===== src/rtl/vram_arb_pkg.sv =====
// Shared definitions for the VRAM port B arbiter: FSM state encoding and
// the port B read/write direction constants.
package vram_arb_pkg;

  typedef enum logic [1:0] {
    IDLE        = 2'd0,
    SCAN_ACCESS = 2'd1,
    HOST_ACCESS = 2'd2
  } state_t;

  localparam logic RW_WRITE = 1'b1;
  localparam logic RW_READ  = 1'b0;

endpackage


===== src/rtl/starvation_counter.sv =====
// Counts consecutive arbitrations the host lost to scanout; saturates at LIMIT
// so at_limit stays asserted until the host is finally served or withdraws.
module starvation_counter #(
  parameter int LIMIT = 4
) (
  input  logic clock,
  input  logic reset_n,
  input  logic increment,
  input  logic clear,
  output logic at_limit
);

  localparam int CW = (LIMIT < 1) ? 1 : $clog2(LIMIT + 1);
  localparam logic [CW-1:0] LIMIT_VAL = CW'(LIMIT);

  logic [CW-1:0] count_reg;

  always_ff @(posedge clock) begin
    if (!reset_n || clear) begin
      count_reg <= '0;
    end else if (increment && (count_reg != LIMIT_VAL)) begin
      count_reg <= count_reg + 1'b1;
    end
  end

  assign at_limit = (count_reg == LIMIT_VAL);

endmodule


===== src/rtl/vram_port_b_arbiter.sv =====
// Arbitrates VRAM port B between display scanout (priority) and a host/debug
// port, with a starvation guard that forces a host win after STARVE_LIMIT losses.
module vram_port_b_arbiter
  import vram_arb_pkg::*;
#(
  parameter int ADDRESS_WIDTH = 16,
  parameter int DATA_WIDTH    = 16,
  parameter int STARVE_LIMIT  = 4
) (
  input  logic                     clock,
  input  logic                     reset_n,
  input  logic                     scan_req,
  input  logic [ADDRESS_WIDTH-1:0] scan_address,
  output logic                     scan_grant,
  output logic                     scan_data_valid,
  output logic [DATA_WIDTH-1:0]    scan_data,
  input  logic                     host_req,
  input  logic                     host_write,
  input  logic [ADDRESS_WIDTH-1:0] host_address,
  input  logic [DATA_WIDTH-1:0]    host_data_in,
  output logic                     host_grant,
  output logic                     host_data_valid,
  output logic [DATA_WIDTH-1:0]    host_data,
  output logic                     ram_enable_b,
  output logic                     ram_rw_b,
  output logic [ADDRESS_WIDTH-1:0] ram_address_b,
  output logic [DATA_WIDTH-1:0]    ram_data_in_b,
  input  logic [DATA_WIDTH-1:0]    ram_data_out_b
);

  state_t                   state_reg, state_next;
  logic [ADDRESS_WIDTH-1:0] addr_reg;
  logic [DATA_WIDTH-1:0]    wdata_reg;
  logic                     rw_reg;
  logic                     scan_valid_reg, host_valid_reg;
  logic [DATA_WIDTH-1:0]    scan_hold_reg, host_hold_reg;
  logic                     at_limit;
  logic                     host_wins, scan_wins;

  starvation_counter #(
    .LIMIT (STARVE_LIMIT)
  ) u_starve (
    .clock     (clock),
    .reset_n   (reset_n),
    .increment (scan_wins && host_req),
    .clear     (host_wins || !host_req),
    .at_limit  (at_limit)
  );

  always_comb begin
    host_wins  = host_req && (!scan_req || at_limit);
    scan_wins  = scan_req && !host_wins;
    state_next = IDLE;
    if (host_wins) begin
      state_next = HOST_ACCESS;
    end else if (scan_wins) begin
      state_next = SCAN_ACCESS;
    end
  end

  always_ff @(posedge clock) begin
    if (!reset_n) begin
      state_reg      <= IDLE;
      addr_reg       <= '0;
      wdata_reg      <= '0;
      rw_reg         <= RW_READ;
      scan_valid_reg <= 1'b0;
      host_valid_reg <= 1'b0;
      scan_hold_reg  <= '0;
      host_hold_reg  <= '0;
    end else begin
      state_reg <= state_next;
      // Capture registers only move on a win so they hold through IDLE.
      if (host_wins) begin
        addr_reg  <= host_address;
        wdata_reg <= host_data_in;
        rw_reg    <= host_write ? RW_WRITE : RW_READ;
      end else if (scan_wins) begin
        addr_reg <= scan_address;
        rw_reg   <= RW_READ;
      end
      scan_valid_reg <= (state_reg == SCAN_ACCESS);
      host_valid_reg <= (state_reg == HOST_ACCESS) && (rw_reg == RW_READ);
      if (scan_valid_reg) scan_hold_reg <= ram_data_out_b;
      if (host_valid_reg) host_hold_reg <= ram_data_out_b;
    end
  end

  assign scan_grant    = (state_reg == SCAN_ACCESS);
  assign host_grant    = (state_reg == HOST_ACCESS);
  assign ram_enable_b  = (state_reg != IDLE);
  assign ram_rw_b      = host_grant ? rw_reg : RW_READ;
  assign ram_address_b = addr_reg;
  assign ram_data_in_b = wdata_reg;

  // RAM output is only live in the valid cycle; afterwards the held copy is shown.
  assign scan_data_valid = scan_valid_reg;
  assign host_data_valid = host_valid_reg;
  assign scan_data       = scan_valid_reg ? ram_data_out_b : scan_hold_reg;
  assign host_data       = host_valid_reg ? ram_data_out_b : host_hold_reg;

endmodule


===== config.mk =====
export PLATFORM = sky130hd
export DESIGN_NAME = vram_port_b_arbiter
export DESIGN_NICKNAME = d
export VERILOG_FILES = /design/src/rtl/vram_arb_pkg.sv /design/src/rtl/starvation_counter.sv /design/src/rtl/vram_port_b_arbiter.sv
export SDC_FILE = /design/constraint.sdc
export NUM_CORES = 1
export LEC_CHECK = 0
export ABC_AREA = 1
export BUFFER_PORTS_ARGS = -buffer_cell sky130_fd_sc_hd__clkbuf_2
export CAP_MARGIN = 5
export CORE_MARGIN = 3
export CORE_UTILIZATION = 50
export DETAILED_ROUTE_END_ITERATION = 10
export PLACE_DENSITY_LB_ADDON = 0.2
export SYNTH_ARGS = -nofsm -noshare
export SYNTH_HDL_FRONTEND = slang
export SYNTH_SLANG_ARGS = --single-unit

===== constraint.sdc =====
create_clock -name clock -period 3.3 [get_ports clock]
set_input_delay 0 -clock clock [delete_from_list [all_inputs] [get_ports clock]]
set_output_delay 0 -clock clock [all_outputs]
set_load 0.02 [all_outputs]

After elaboration in Yosys (flattened, before gate mapping):

Cells that the tools add are included.
W data, S select, Z words.

* $add $sub $neg: 1
* eq/ne operators: 4
* multiplexer cells: 10
* bitwise gates (word level): 2
* reductions and logical operators: 15

Operators with widths (number)
* $mux W16: 4
* $logic_and A1 B1 Y1: 5
* $mux W1: 5
* $logic_not A1 Y1: 4
* $reduce_bool A2 Y1: 2
* $add A3 B1 Y3 const B: 1
* $eq A3 B3 Y1 const B: 1
* $logic_or A1 B1 Y1: 3
* $ne A3 B3 Y1 const B: 1
* $eq A2 B1 Y1 const B: 1
* $eq A2 B2 Y1 const B: 1
* $mux W2: 1
* $not A1 Y1: 2
* $reduce_or A2 Y1: 1

* register bits after elaboration: 72
* input port bits: 69
* output and inout port bits: 70
* logic and storage cells: 42

Depth between registers and ports, before layout:

* word-level depth: 7
* mapped depth: 9
* depth with buffers taken out: 8

By module:

From an unflattened synthesis, not the netlist that was laid out.

* cells, all modules: 435
* area, all modules: 3076.7 µm²

Modules (own cells, without submodules)
* vram_port_b_arbiter: times used 1, cells an instance 407, area an instance 2897.8 µm²
* starvation_counter: times used 1, cells an instance 28, area an instance 178.9 µm²

Worst setup path after synthesis:

Ideal clock, no wire load.

* path type: reg-to-reg
* from: register u_starve.count_reg[0]
* to: register addr_reg[11], in the netlist ram_address_b[11]
* data arrival time: 1.116 ns
* required time: 3.185 ns
* slack: 2.069 ns
* stages on the path, launching flop included: 10
* buffers on the path: 1
* clock period less this slack: 1.231 ns
* cells stage by stage: dfxtp_1 -> inv_1 -> ha_1 -> nand2_1 -> nand2_2 -> buf_2 -> nand3_1 -> nand2_1 -> nor2_1 -> nor2_1

* word-level cells in the longest chain between the ends: 6
* elaborated cells between the ends (all ways): 7
* classes of those cells: 1 x eq/ne; 1 x mux; 5 x reduce/logical

RTL lines
* start: declaration: RTL line starvation_counter.sv:16 `logic [CW-1:0] count_reg;`
* start signal: assignment: RTL line starvation_counter.sv:22 `count_reg <= count_reg + 1'b1;`
* $eq A3 B3 Y1 *: RTL line starvation_counter.sv:26 `assign at_limit = (count_reg == LIMIT_VAL);`
* $logic_or A1 B1 Y1 *: RTL line vram_port_b_arbiter.sv:51 `host_wins = host_req && (!scan_req || at_limit);`
* $logic_and A1 B1 Y1 *: RTL line vram_port_b_arbiter.sv:51
* $logic_not A1 Y1: RTL line vram_port_b_arbiter.sv:52 `scan_wins = scan_req && !host_wins;`
* $logic_and A1 B1 Y1: RTL line vram_port_b_arbiter.sv:52
* $reduce_bool A2 Y1 (no line)
* end signal: assignment: RTL line vram_port_b_arbiter.sv:75 `addr_reg <= host_address;`
* end signal: assignment: RTL line vram_port_b_arbiter.sv:79 `addr_reg <= scan_address;`
* end: declaration: RTL line vram_port_b_arbiter.sv:32 `logic [ADDRESS_WIDTH-1:0] addr_reg;`

Mark *: on every way between the ends. The rest lies on a longest branch, timed or not.
A chain may end at the register's enable or synchronous reset.

Worst setup path in the final report:

* from: register u_starve.count_reg[0]
* to: register addr_reg[12], in the netlist ram_address_b[12]

Same word-level chain as after synthesis.

==> results.ini <==
[placement]
dp_cells = 602
numPortBuffers = 138
globalplace.congestion = 0.811
placed_area_um2 = 3600
hpwl_um = 5090

[finish]
final_cells = 675
syn2layout_area_growth_pct = 47.0
fin_util_pct = 77.6
multi_input_area_um2 = 1280
fillers = 411
drive_gt1_share_pct = 26.9
antenna_cells = 0
final_area_um2 = 4380
nets = 669
ff_latch_area_um2 = 1440

[synth]
synth-warning-count = 0
synth_cell_type_count = 22
synth_most_common_cell = nand2_1
netlist_area_um2 = 2980
yosys-top-cells-area = dfxtp_1 48%, nand2_1 19%, a21oi_1 8.1%, nand3_1 5.4%, nor2_1 4.8%
syn-num-nets = 489
synth_edf_count = 0
synthFlopType = dfxtp_1
synth-seq-area-share_pct = 48.4
ys_async_sr_fraction_pct = 0
syn_area_per_cell_um2 = 7.12
synth_top_area_share_pct = 48.4
synth.top_cells.by_count = 147 x nand2_1, 72 x dfxtp_1, 48 x a21oi_1
synthCells = 418
yosysTopAreaCell = dfxtp_1
ys_seq_elements = 72

[global_route]
grt_pass1_vias = 3190
track_usage_pct = 25.0
grt_pass1_wl_um = 14200
gr-total-overflow = 0
grt_max_degree = 37
antenna_found_initial = 0

[cts]
root_buffer = clkbuf_8
clock_sinks = 72
clk_path_buf_depth = 2
cts_tree = yes
cts_max_level = 3
clock_insertion_delay_worst_skew_ns = 0.33
cts_made_buffers = 9
post_cts_buffers = 0
clkTransAtPathRegs_ns = 0.07
post_cts_resized = 0

[floorplan]
die-area_um2 = 6920
io_pins = 139
initial_core_util_pct = 52.8
dieHeight_um = 83.2
die_w_um = 83.2
row_count = 27
core_region_area_um2 = 5640

[timing]
worst_pin_slew_ns = 1.08
min_period_ns = 2.17
grt_setup_unrepaired = false
tns_ns = 0
drv_slew = 0
fmax_ghz = 0.461
maxSlewHeadroom_pct = 28.3
fin_crit_sh_pct = 65.7
fin_skew_ns = 0.00775
setup_violations = 0
hold_viol = 0

[setup_path]
critPathKind = flip-flop to flip-flop
required_ns = 3.53
critPathCaptureType = flip-flop
critPathMaxFanout = 33
cp-start-kind = flip-flop
worstPathArrival_ns = 2.40

[detailed_routing]
drtIter0Drc = 118
ant_nets = 0
dr_total_vias = 3318
wl_per_cell_um = 12.9
dr.pass1.iters = 4
route.detailed.drc = 0
wl_um = 8690
avgViaCountPerCell = 4.92

[flow_run]
maxCapViolations = 0

[status]
status = finished clean

[worst_hold_path]
hp-class = input port to flip-flop

[power_and_ir_drop]
power_density_nw_per_um2 = 449
p_leak_nw = 2.36
ir_drop_mv = 0.307

-- cell families (layout without fill, tap and decap cells) --
family | count (synthesis) | after routing | share of synthesized area (%)
adders and majority gates | 2 | 2 | 0.840
and+or+nand+nor | 226 | 226 | 30.8
AOI/OAI and AO/OA | 65 | 65 | 11.1
buffers and inverters | 52 | 237 | 8.57
xor gates and xnor gates | 1 | 1 | 0.294
DFF | 72 | 72 | 48.4
-- cells in the final DEF, fill, tap and decap left out --
cell / netlist / routed
or2_1: 2 / 2
clkinv_2: 0 / 3
and3_1: 1 / 1
nor3_1: 2 / 2
o21ai_1: 16 / 16
nand4_1: 1 / 1
dfxtp_1: 72 / 72
inv_1: 22 / 22
inv_2: 4 / 4
xnor2_1: 1 / 1
a21oi_1: 48 / 48
nor2_1: 38 / 38
nand3_1: 32 / 32
nand2_2: 1 / 1
bufinv_16: 0 / 1
nand2_4: 1 / 1
clkbuf_8: 0 / 11
ha_1: 2 / 2
nand2_1: 147 / 147
inv_6: 0 / 1
clkbuf_2: 0 / 138
dlygate4sd3_1: 0 / 57
nor2_4: 1 / 1
o21ai_2: 1 / 1
-- critical path, cell delays in order, from the launching register on --
cell           delay, ns
dfxtp_1             0.36
inv_1               0.06
ha_1                0.19
nand2_1             0.09
nand2_2             0.35
nand3_1             0.21
nand2_1             0.08
nor2_1              0.12
dlygate4sd3_1       0.56
nor2_1              0.04
-- worst paths after layout --
path / from / to / slack, ns / cells after the start
setup reg to reg: u_starve.count_reg[0]$_SDFFE_PP0P_ / ram_address_b[12]$_SDFFE_PN0P_ / 1.13 / 9
hold reg to reg: rw_reg$_SDFFE_PN0P_ / host_data_valid$_SDFF_PN0_ / 0.44 / 1
hold / removal: host_address[5] / ram_address_b[5]$_SDFFE_PN0P_ / 0.01 / 5
setup / recovery: u_starve.count_reg[0]$_SDFFE_PP0P_ / ram_address_b[12]$_SDFFE_PN0P_ / 1.13 / 9
-- power by group --
group          leakage [nW]  total [mW]  internal (mW)  switching (mW)
sequential            0.588       0.929          0.906          0.0231
combinational          1.66       0.329          0.143           0.186
clock                 0.109       0.705          0.389           0.316
total                  2.36        1.96           1.44           0.525
-- through the flow --
stage | total power, mW | hold slack [ns] | setup WS [ns]
finish | 1.96 | 0.0112 | 1.13
global route | 2.06 | 0.0247 | 0.959
CTS | 1.97 | 0.000513 | 1.19
detailed placement | 1.21 | 0.196 | 1.37
global placement | 1.21 | 0.192 | 1.45
floorplan | 1.11 | 0.103 | 2.07
-- metal layers --
layer	global-route usage, %	share of wire, %	vias up
met4	8.17	1.8	0
li1	-	-	1680
met1	26.8	39	1494
met2	46.4	53	126
met5	0	0	-
met3	7.44	6.2	18
-- repair_timing --
action | in CTS | in global routing
endpoints found under the hold margin | 66 | 0
setup endpoints to repair | 0 | 0
hold buffers | 57 | 0
-- area by class of cell --
cell class	count	area share, %
repair buffers	195	28.8
clock buffers	11	3.46
multi-input cells	294	29.3
clock inverters	5	1.23
flip-flops and latches	72	32.9
inverters	26	2.23
well taps	72	2.06
Note: power is estimated with default switching activity, not from simulation.
